### config.mk
export PLATFORM = sky130hd
export DESIGN_NAME = player_bullet_controller_flat
export DESIGN_NICKNAME = d
export VERILOG_FILES = /design/src/rtl/player_bullet_if.sv /design/src/rtl/player_bullet_controller.sv /design/src/flat_wrapper.sv
export SDC_FILE = /design/constraint.sdc
export NUM_CORES = 1
export LEC_CHECK = 0
export CAP_MARGIN = 20
export CORE_MARGIN = 2
export CORE_UTILIZATION = 55
export DETAILED_ROUTE_END_ITERATION = 10
export GPL_TIMING_DRIVEN = 0
export PLACE_DENSITY = 0.9
export SLEW_MARGIN = 20
export SYNTH_ARGS = -nofsm -noshare
export SYNTH_HDL_FRONTEND = slang
export SYNTH_SLANG_ARGS = --single-unit
### constraint.sdc
create_clock -name clk25 -period 3.8 [get_ports clk25]
set_clock_uncertainty 0.15 [all_clocks]
set_input_delay 1.14 -clock clk25 [delete_from_list [all_inputs] [get_ports clk25]]
set_output_delay 1.14 -clock clk25 [all_outputs]
set_load 0.03 [all_outputs]
### src/rtl/player_bullet_if.sv
// Bullet pool bus shared between the bullet controller, the enemy controller
// and the renderer: per-slot position/live buses, the per-slot hit feedback
// and the spawn/drop event pulses.
interface player_bullet_if #(
  parameter int BULLET_COUNT = 8
);
  logic [10*BULLET_COUNT-1:0] bullet_x_flat;
  logic [10*BULLET_COUNT-1:0] bullet_y_flat;
  logic [BULLET_COUNT-1:0]    bullet_active_flat;
  logic [BULLET_COUNT-1:0]    bullet_hit;
  logic                       shot_fired;
  logic                       fire_dropped;

  // Bullet controller side: owns the pool, listens for hits.
  modport master (
    output bullet_x_flat,
    output bullet_y_flat,
    output bullet_active_flat,
    output shot_fired,
    output fire_dropped,
    input  bullet_hit
  );

  // Consumer side (enemy controller / renderer): reads the pool, reports hits.
  modport slave (
    input  bullet_x_flat,
    input  bullet_y_flat,
    input  bullet_active_flat,
    input  shot_fired,
    input  fire_dropped,
    output bullet_hit
  );
endinterface

### src/rtl/player_bullet_controller.sv
// Player bullet pool. Synchronises the fire button, spawns bullets at the
// ship muzzle (rate-limited by a cooldown), moves live bullets upward on a
// divided tick, and retires them at the top of the screen or on a hit.
module player_bullet_controller #(
  parameter int BULLET_COUNT = 8,
  parameter int MOVE_DIV     = 65536,
  parameter int BULLET_SPEED = 4,
  parameter int COOLDOWN     = 1_000_000,
  parameter int PLAYER_W     = 32,
  parameter int BULLET_H     = 8
) (
  input  logic                   clk25,
  input  logic                   rst_n,
  input  logic                   fire_btn,
  input  logic [9:0]             player_x,
  input  logic [9:0]             player_y,
  player_bullet_if.master        bus
);

  localparam int IDX_W  = (BULLET_COUNT > 1) ? $clog2(BULLET_COUNT) : 1;
  localparam int TICK_W = $clog2(MOVE_DIV);
  localparam int CD_W   = $clog2(COOLDOWN + 1);

  localparam logic [TICK_W-1:0] TICK_LAST  = TICK_W'(MOVE_DIV - 1);
  localparam logic [CD_W-1:0]   CD_LOAD    = CD_W'(COOLDOWN - 1);
  localparam logic [9:0]        MUZZLE_OFS = 10'(PLAYER_W / 2);
  localparam logic [9:0]        SPEED      = 10'(BULLET_SPEED);
  localparam logic [9:0]        HEIGHT     = 10'(BULLET_H);

  // Muzzle x: centre of the ship, wrapping inside the 10-bit coordinate space.
  function automatic logic [9:0] muzzle_x(input logic [9:0] px);
    return px + MUZZLE_OFS;
  endfunction

  // Spawn y: just above the ship, saturated at the top edge of the screen.
  function automatic logic [9:0] spawn_y(input logic [9:0] py);
    logic [9:0] y;
    if (py < HEIGHT) y = '0;
    else             y = py - HEIGHT;
    return y;
  endfunction

  // Button synchroniser plus one extra flop for edge detection.
  logic fire_s1, fire_s2, fire_s3;

  // Movement divider and spawn cooldown.
  logic [TICK_W-1:0] tick_cnt;
  logic [CD_W-1:0]   cd_cnt;

  // Per-slot state.
  logic [9:0]              x_q [BULLET_COUNT];
  logic [9:0]              y_q [BULLET_COUNT];
  logic [BULLET_COUNT-1:0] active_q;
  logic                    shot_q;
  logic                    drop_q;

  // Decoded control for the current cycle.
  logic             press;
  logic             tick;
  logic             fire_ok;
  logic             spawn;
  logic             free_found;
  logic [IDX_W-1:0] free_idx;

  // Flattened views of the slot arrays for the bus.
  logic [10*BULLET_COUNT-1:0] x_flat;
  logic [10*BULLET_COUNT-1:0] y_flat;

  assign press   = fire_s2 & ~fire_s3;
  assign tick    = (tick_cnt == TICK_LAST);
  assign fire_ok = press && (cd_cnt == '0);
  assign spawn   = fire_ok && free_found;

  // Lowest-index free slot, judged on the active state before this edge, so a
  // slot cleared by a hit this cycle is not reused until the next one.
  always_comb begin
    free_found = 1'b0;
    free_idx   = '0;
    for (int j = BULLET_COUNT - 1; j >= 0; j--) begin
      if (!active_q[j]) begin
        free_found = 1'b1;
        free_idx   = IDX_W'(j);
      end
    end
  end

  // Bring the asynchronous button into clk25 and keep the previous sample.
  always_ff @(posedge clk25 or negedge rst_n) begin
    if (!rst_n) begin
      fire_s1 <= 1'b0;
      fire_s2 <= 1'b0;
      fire_s3 <= 1'b0;
    end else begin
      fire_s1 <= fire_btn;
      fire_s2 <= fire_s1;
      fire_s3 <= fire_s2;
    end
  end

  // Free-running movement divider; tick is its terminal count.
  always_ff @(posedge clk25 or negedge rst_n) begin
    if (!rst_n)    tick_cnt <= '0;
    else if (tick) tick_cnt <= '0;
    else           tick_cnt <= tick_cnt + 1'b1;
  end

  // Cooldown is armed only by a real spawn; a dropped press leaves it idle.
  always_ff @(posedge clk25 or negedge rst_n) begin
    if (!rst_n)              cd_cnt <= '0;
    else if (spawn)          cd_cnt <= CD_LOAD;
    else if (cd_cnt != '0)   cd_cnt <= cd_cnt - 1'b1;
  end

  // Slot update: spawn into the free slot, otherwise hit beats tick movement.
  always_ff @(posedge clk25 or negedge rst_n) begin
    if (!rst_n) begin
      active_q <= '0;
      for (int j = 0; j < BULLET_COUNT; j++) begin
        x_q[j] <= '0;
        y_q[j] <= '0;
      end
    end else begin
      for (int j = 0; j < BULLET_COUNT; j++) begin
        if (spawn && (free_idx == IDX_W'(j))) begin
          active_q[j] <= 1'b1;
          x_q[j]      <= muzzle_x(player_x);
          y_q[j]      <= spawn_y(player_y);
        end else if (active_q[j]) begin
          if (bus.bullet_hit[j]) begin
            active_q[j] <= 1'b0;
          end else if (tick) begin
            if (y_q[j] < SPEED) active_q[j] <= 1'b0;
            else                y_q[j]      <= y_q[j] - SPEED;
          end
        end
      end
    end
  end

  // One-cycle event pulses for an accepted press.
  always_ff @(posedge clk25 or negedge rst_n) begin
    if (!rst_n) begin
      shot_q <= 1'b0;
      drop_q <= 1'b0;
    end else begin
      shot_q <= fire_ok && free_found;
      drop_q <= fire_ok && !free_found;
    end
  end

  // Pack slot registers onto the flat buses.
  always_comb begin
    x_flat = '0;
    y_flat = '0;
    for (int j = 0; j < BULLET_COUNT; j++) begin
      x_flat[j*10 +: 10] = x_q[j];
      y_flat[j*10 +: 10] = y_q[j];
    end
  end

  assign bus.bullet_x_flat      = x_flat;
  assign bus.bullet_y_flat      = y_flat;
  assign bus.bullet_active_flat = active_q;
  assign bus.shot_fired         = shot_q;
  assign bus.fire_dropped       = drop_q;

endmodule

### src/flat_wrapper.sv
// flat-port wrapper written by rule: the top's interface ports become plain ports
module player_bullet_controller_flat 
#(
  parameter int BULLET_COUNT = 8,
  parameter int MOVE_DIV     = 65536,
  parameter int BULLET_SPEED = 4,
  parameter int COOLDOWN     = 1_000_000,
  parameter int PLAYER_W     = 32,
  parameter int BULLET_H     = 8
)
  (clk25, rst_n, fire_btn, player_x, player_y, bus_bullet_x_flat, bus_bullet_y_flat, bus_bullet_active_flat, bus_shot_fired, bus_fire_dropped, bus_bullet_hit);
  player_bullet_if #(.BULLET_COUNT(BULLET_COUNT)) bus_i ();
  input  logic clk25;
  input  logic rst_n;
  input  logic fire_btn;
  input  logic [9:0] player_x;
  input  logic [9:0] player_y;
  output wire logic [$bits(bus_i.bullet_x_flat)-1:0] bus_bullet_x_flat;
  output wire logic [$bits(bus_i.bullet_y_flat)-1:0] bus_bullet_y_flat;
  output wire logic [$bits(bus_i.bullet_active_flat)-1:0] bus_bullet_active_flat;
  output wire logic [$bits(bus_i.shot_fired)-1:0] bus_shot_fired;
  output wire logic [$bits(bus_i.fire_dropped)-1:0] bus_fire_dropped;
  input wire logic [$bits(bus_i.bullet_hit)-1:0] bus_bullet_hit;
  assign bus_bullet_x_flat = bus_i.bullet_x_flat;
  assign bus_bullet_y_flat = bus_i.bullet_y_flat;
  assign bus_bullet_active_flat = bus_i.bullet_active_flat;
  assign bus_shot_fired = bus_i.shot_fired;
  assign bus_fire_dropped = bus_i.fire_dropped;
  assign bus_i.bullet_hit = bus_bullet_hit;
  player_bullet_controller #(.BULLET_COUNT(BULLET_COUNT), .MOVE_DIV(MOVE_DIV), .BULLET_SPEED(BULLET_SPEED), .COOLDOWN(COOLDOWN), .PLAYER_W(PLAYER_W), .BULLET_H(BULLET_H)) u_core (.clk25(clk25), .rst_n(rst_n), .fire_btn(fire_btn), .player_x(player_x), .player_y(player_y), .bus(bus_i));
endmodule
==> impl_metrics.env <==
export IMPL_grt_ovfl_total=0
export IMPL_wl_per_cell_um=21.1
export IMPL_synth_top_area_share=0.528
export IMPL_layout_nets=1244
export IMPL_gp_congestion=0.950
export IMPL_finalMaxSlewViolations=0
export IMPL_cp_required_ns=4.02
export IMPL_antenna_found_initial=0
export IMPL_place_area_sq_um=12300
export IMPL_firstDrtPassIters=5
export IMPL_critPathKind="flip-flop to flip-flop"
export IMPL_synth_cell_types=54
export IMPL_finalSetupTns_ns=0
export IMPL_critical_path_reg2reg_startpoint="u_core.tick_cnt[0]"
export IMPL_root_buffer="clkbuf_16"
export IMPL_syn_area_sq_um=9910
export IMPL_io_buffers=200
export IMPL_drt_total_wl_mm=30.4
export IMPL_drc_errors=0
export IMPL_crit_fanout=10
export IMPL_final_setup_viol_count=0
export IMPL_grt_pass1_wl_mm=47.6
export IMPL_max_freq_mhz=318
export IMPL_final_area_sq_um=13100
export IMPL_crit_family="simple AND/OR/NAND/NOR gates"
export IMPL_cap_violations=0
export IMPL_holdWs_ns=0.199
export IMPL_area_delta_synth_final_pct=31.7
export IMPL_hold_viol_final=0
export IMPL_postRouteAntennaNets=0
export IMPL_r2r_slack_ns=0.65
export IMPL_cts_sinks=209
export IMPL_startpoint_type="flip-flop"
export IMPL_synth_edf_count=0
export IMPL_rsz0062_at_grt="no"
export IMPL_ios=201
export IMPL_cp_slowest_cell="nor4_4"
export IMPL_finalCriticalPeriod_ns=3.15
export IMPL_post_cts_resized=0
export IMPL_ctsHoldBuffers=0
export IMPL_synth_main_ff_cell="dfrtp_1"
export IMPL_critPathCaptureType="flip-flop"
export IMPL_min_path_type="flip-flop to flip-flop"
export IMPL_fp_row_count=49
export IMPL_synth_area_per_cell_sq_um=10.2
export IMPL_ys_seq_area_frac=0.528
export IMPL_final_core_util=0.732
export IMPL_first_global_vias=8666
export IMPL_async_flop_share=1.00
export IMPL_clkLatencyLatePin_ns=0.51
export IMPL_hold_path_depth=0
export IMPL_status="finished, final reports clean"
export IMPL_cts_buffers=22
export IMPL_ys_top_cells_by_area="dfrtp_1 53%, xor2_1 4.9%, nand2_1 4.4%"
export IMPL_synth_warnings=0
export IMPL_rr_endpoint="u_core.bus.bullet_active_flat[6]"
export IMPL_coreArea_sq_um=17800
export IMPL_critPathMaxStageDelay_ns=0.73
export IMPL_worstRegToRegCells=7
export IMPL_holdPathEnd="u_core.fire_s2"
export IMPL_num_vias=8802
export IMPL_setup_worst_path_start="u_core.tick_cnt[0]"
export IMPL_syn_nets=1018
export IMPL_cp_common_cell="nand2_1"
export IMPL_yosys_area_top_type="dfrtp_1"
export IMPL_p_leak_nw=5.56
export IMPL_power_density_nw_per_um2=454
export IMPL_hpwlAfterDp_mm=20.8
export IMPL_postCtsSetupBuffers=0
export IMPL_routed_via_density=6.09
export IMPL_post_route_period_util=0.829
export IMPL_crit_arrival_ns=3.37
export IMPL_layout_setup_ws_ns=0.651
export IMPL_dpl_cell_count=1405
export IMPL_power_mw=5.93
export IMPL_hold_path_startpoint="u_core.fire_s1"
export IMPL_fp_dieW_um=138
export IMPL_drt_iter0_drc=940
export IMPL_clkTransAtPathRegs_ns=0.06
export IMPL_layout_drive_gt1_share=0.0872
export IMPL_cts_tree="built"
export IMPL_synth_cells=974
export IMPL_diodes=0
export IMPL_worst_slew_pin_slew_ns=1.08
export IMPL_htreeDepth=1
export IMPL_slew_headroom=0.277
export IMPL_die_area_sq_um=19100
export IMPL_final_cells=1445
export IMPL_ys_seq_elements=209
export IMPL_clockBufferDepth=3
export IMPL_track_usage=0.313
export IMPL_path_cells="ha_1 -> nand2_1 -> nor4_4 -> buf_2 -> nand2_1 -> o41ai_1 -> nand2_1"
export IMPL_die_h_um=138
export IMPL_start_util=0.555
export IMPL_path_buf_inv=1
export IMPL_ir_drop_uv=362
export IMPL_place_ws_ns=0.186
export IMPL_grt_max_degree=83
-- cell families after synthesis --
| kind of cell | count (synthesis) | share of synthesized area |
|---|---|---|
| buf+inv | 61 | 0.0249 |
| mux | 62 | 0.0682 |
| compound gates | 138 | 0.0762 |
| flops | 209 | 0.528 |
| simple gates | 403 | 0.209 |
| xor+xnor | 88 | 0.0778 |
| fa+ha+maj | 13 | 0.0164 |
-- placed cells by master (no fill, tap or decap), types with 13 or more instances in the layout --
master and instances:
nor4_1 22, nand4_1 27, a21oi_1 50, o21ai_0 57, clkdlybuf4s50_1 199, buf_2 14, clkbuf_16 23, inv_1 23
dfrtp_1 209, mux2_2 38, nand2_1 115, clkbuf_1 28, nor2_1 85, mux2i_1 17, xor2_1 55, nand3_1 46
nor3_1 27, ha_1 13, xnor2_1 33
-- state kept, by name, indices dropped and copies added, names as in the netlist --
signal                         cells
u_core.bus.bullet_active_flat      8
u_core.tick_cnt                   16
u_core.fire_s1                     1
u_core.fire_s2                     1
u_core.bus.bullet_y_flat          80
u_core.bus.fire_dropped            1
u_core.fire_s3                     1
u_core.cd_cnt                     20
u_core.bus.bullet_x_flat          80
u_core.bus.shot_fired              1
-- cell usage after synthesis, types with 23 or more instances --
master / number
clkbuf_1: 23
xnor2_1: 33
dfrtp_1: 209
nand4_1: 27
o21ai_0: 57
nor3_1: 27
mux2_2: 38
inv_1: 23
nand2_1: 115
a21oi_1: 50
nand3_1: 46
nor2_1: 85
xor2_1: 55
-- routing by layer --
metal	share of wire	GRT usage
met1	0.38	0.406
met5	0	0
met4	0.053	0.140
met2	0.46	0.504
met3	0.10	0.0759
-- report_power, final --
part           internal, mW  switching, mW  total, mW
combinational         0.400          0.576      0.976
clock                  1.43          0.906       2.33
sequential             2.41          0.215       2.62
-- worst max path at each step --
| stage | cells after the start | to | slack [ns] |
|---|---|---|---|
| after global placement | 1 | u_core.bus.bullet_x_flat[33] | -7.18 |
| after floorplan | 4 | u_core.bus.bullet_y_flat[27] | 1.01 |
| after global routing | 7 | u_core.bus.bullet_active_flat[6] | 0.48 |
| after detailed placement | 5 | u_core.bus.bullet_y_flat[33] | 0.19 |
| final | 7 | u_core.bus.bullet_active_flat[6] | 0.65 |
| after CTS | 5 | u_core.bus.bullet_y_flat[33] | 0.72 |
-- area by class of cell --
class,count,area (sq um)
inverter,23,86.3
sequential,209,5230
multi-input combinational,704,4440
timing repair buffer,202,2060
buffer,38,160
clock buffer,34,677
clock inverter,6,105
tap,229,287
fill,1186,4790
No activity file was read; power rests on OpenSTA's default activity.
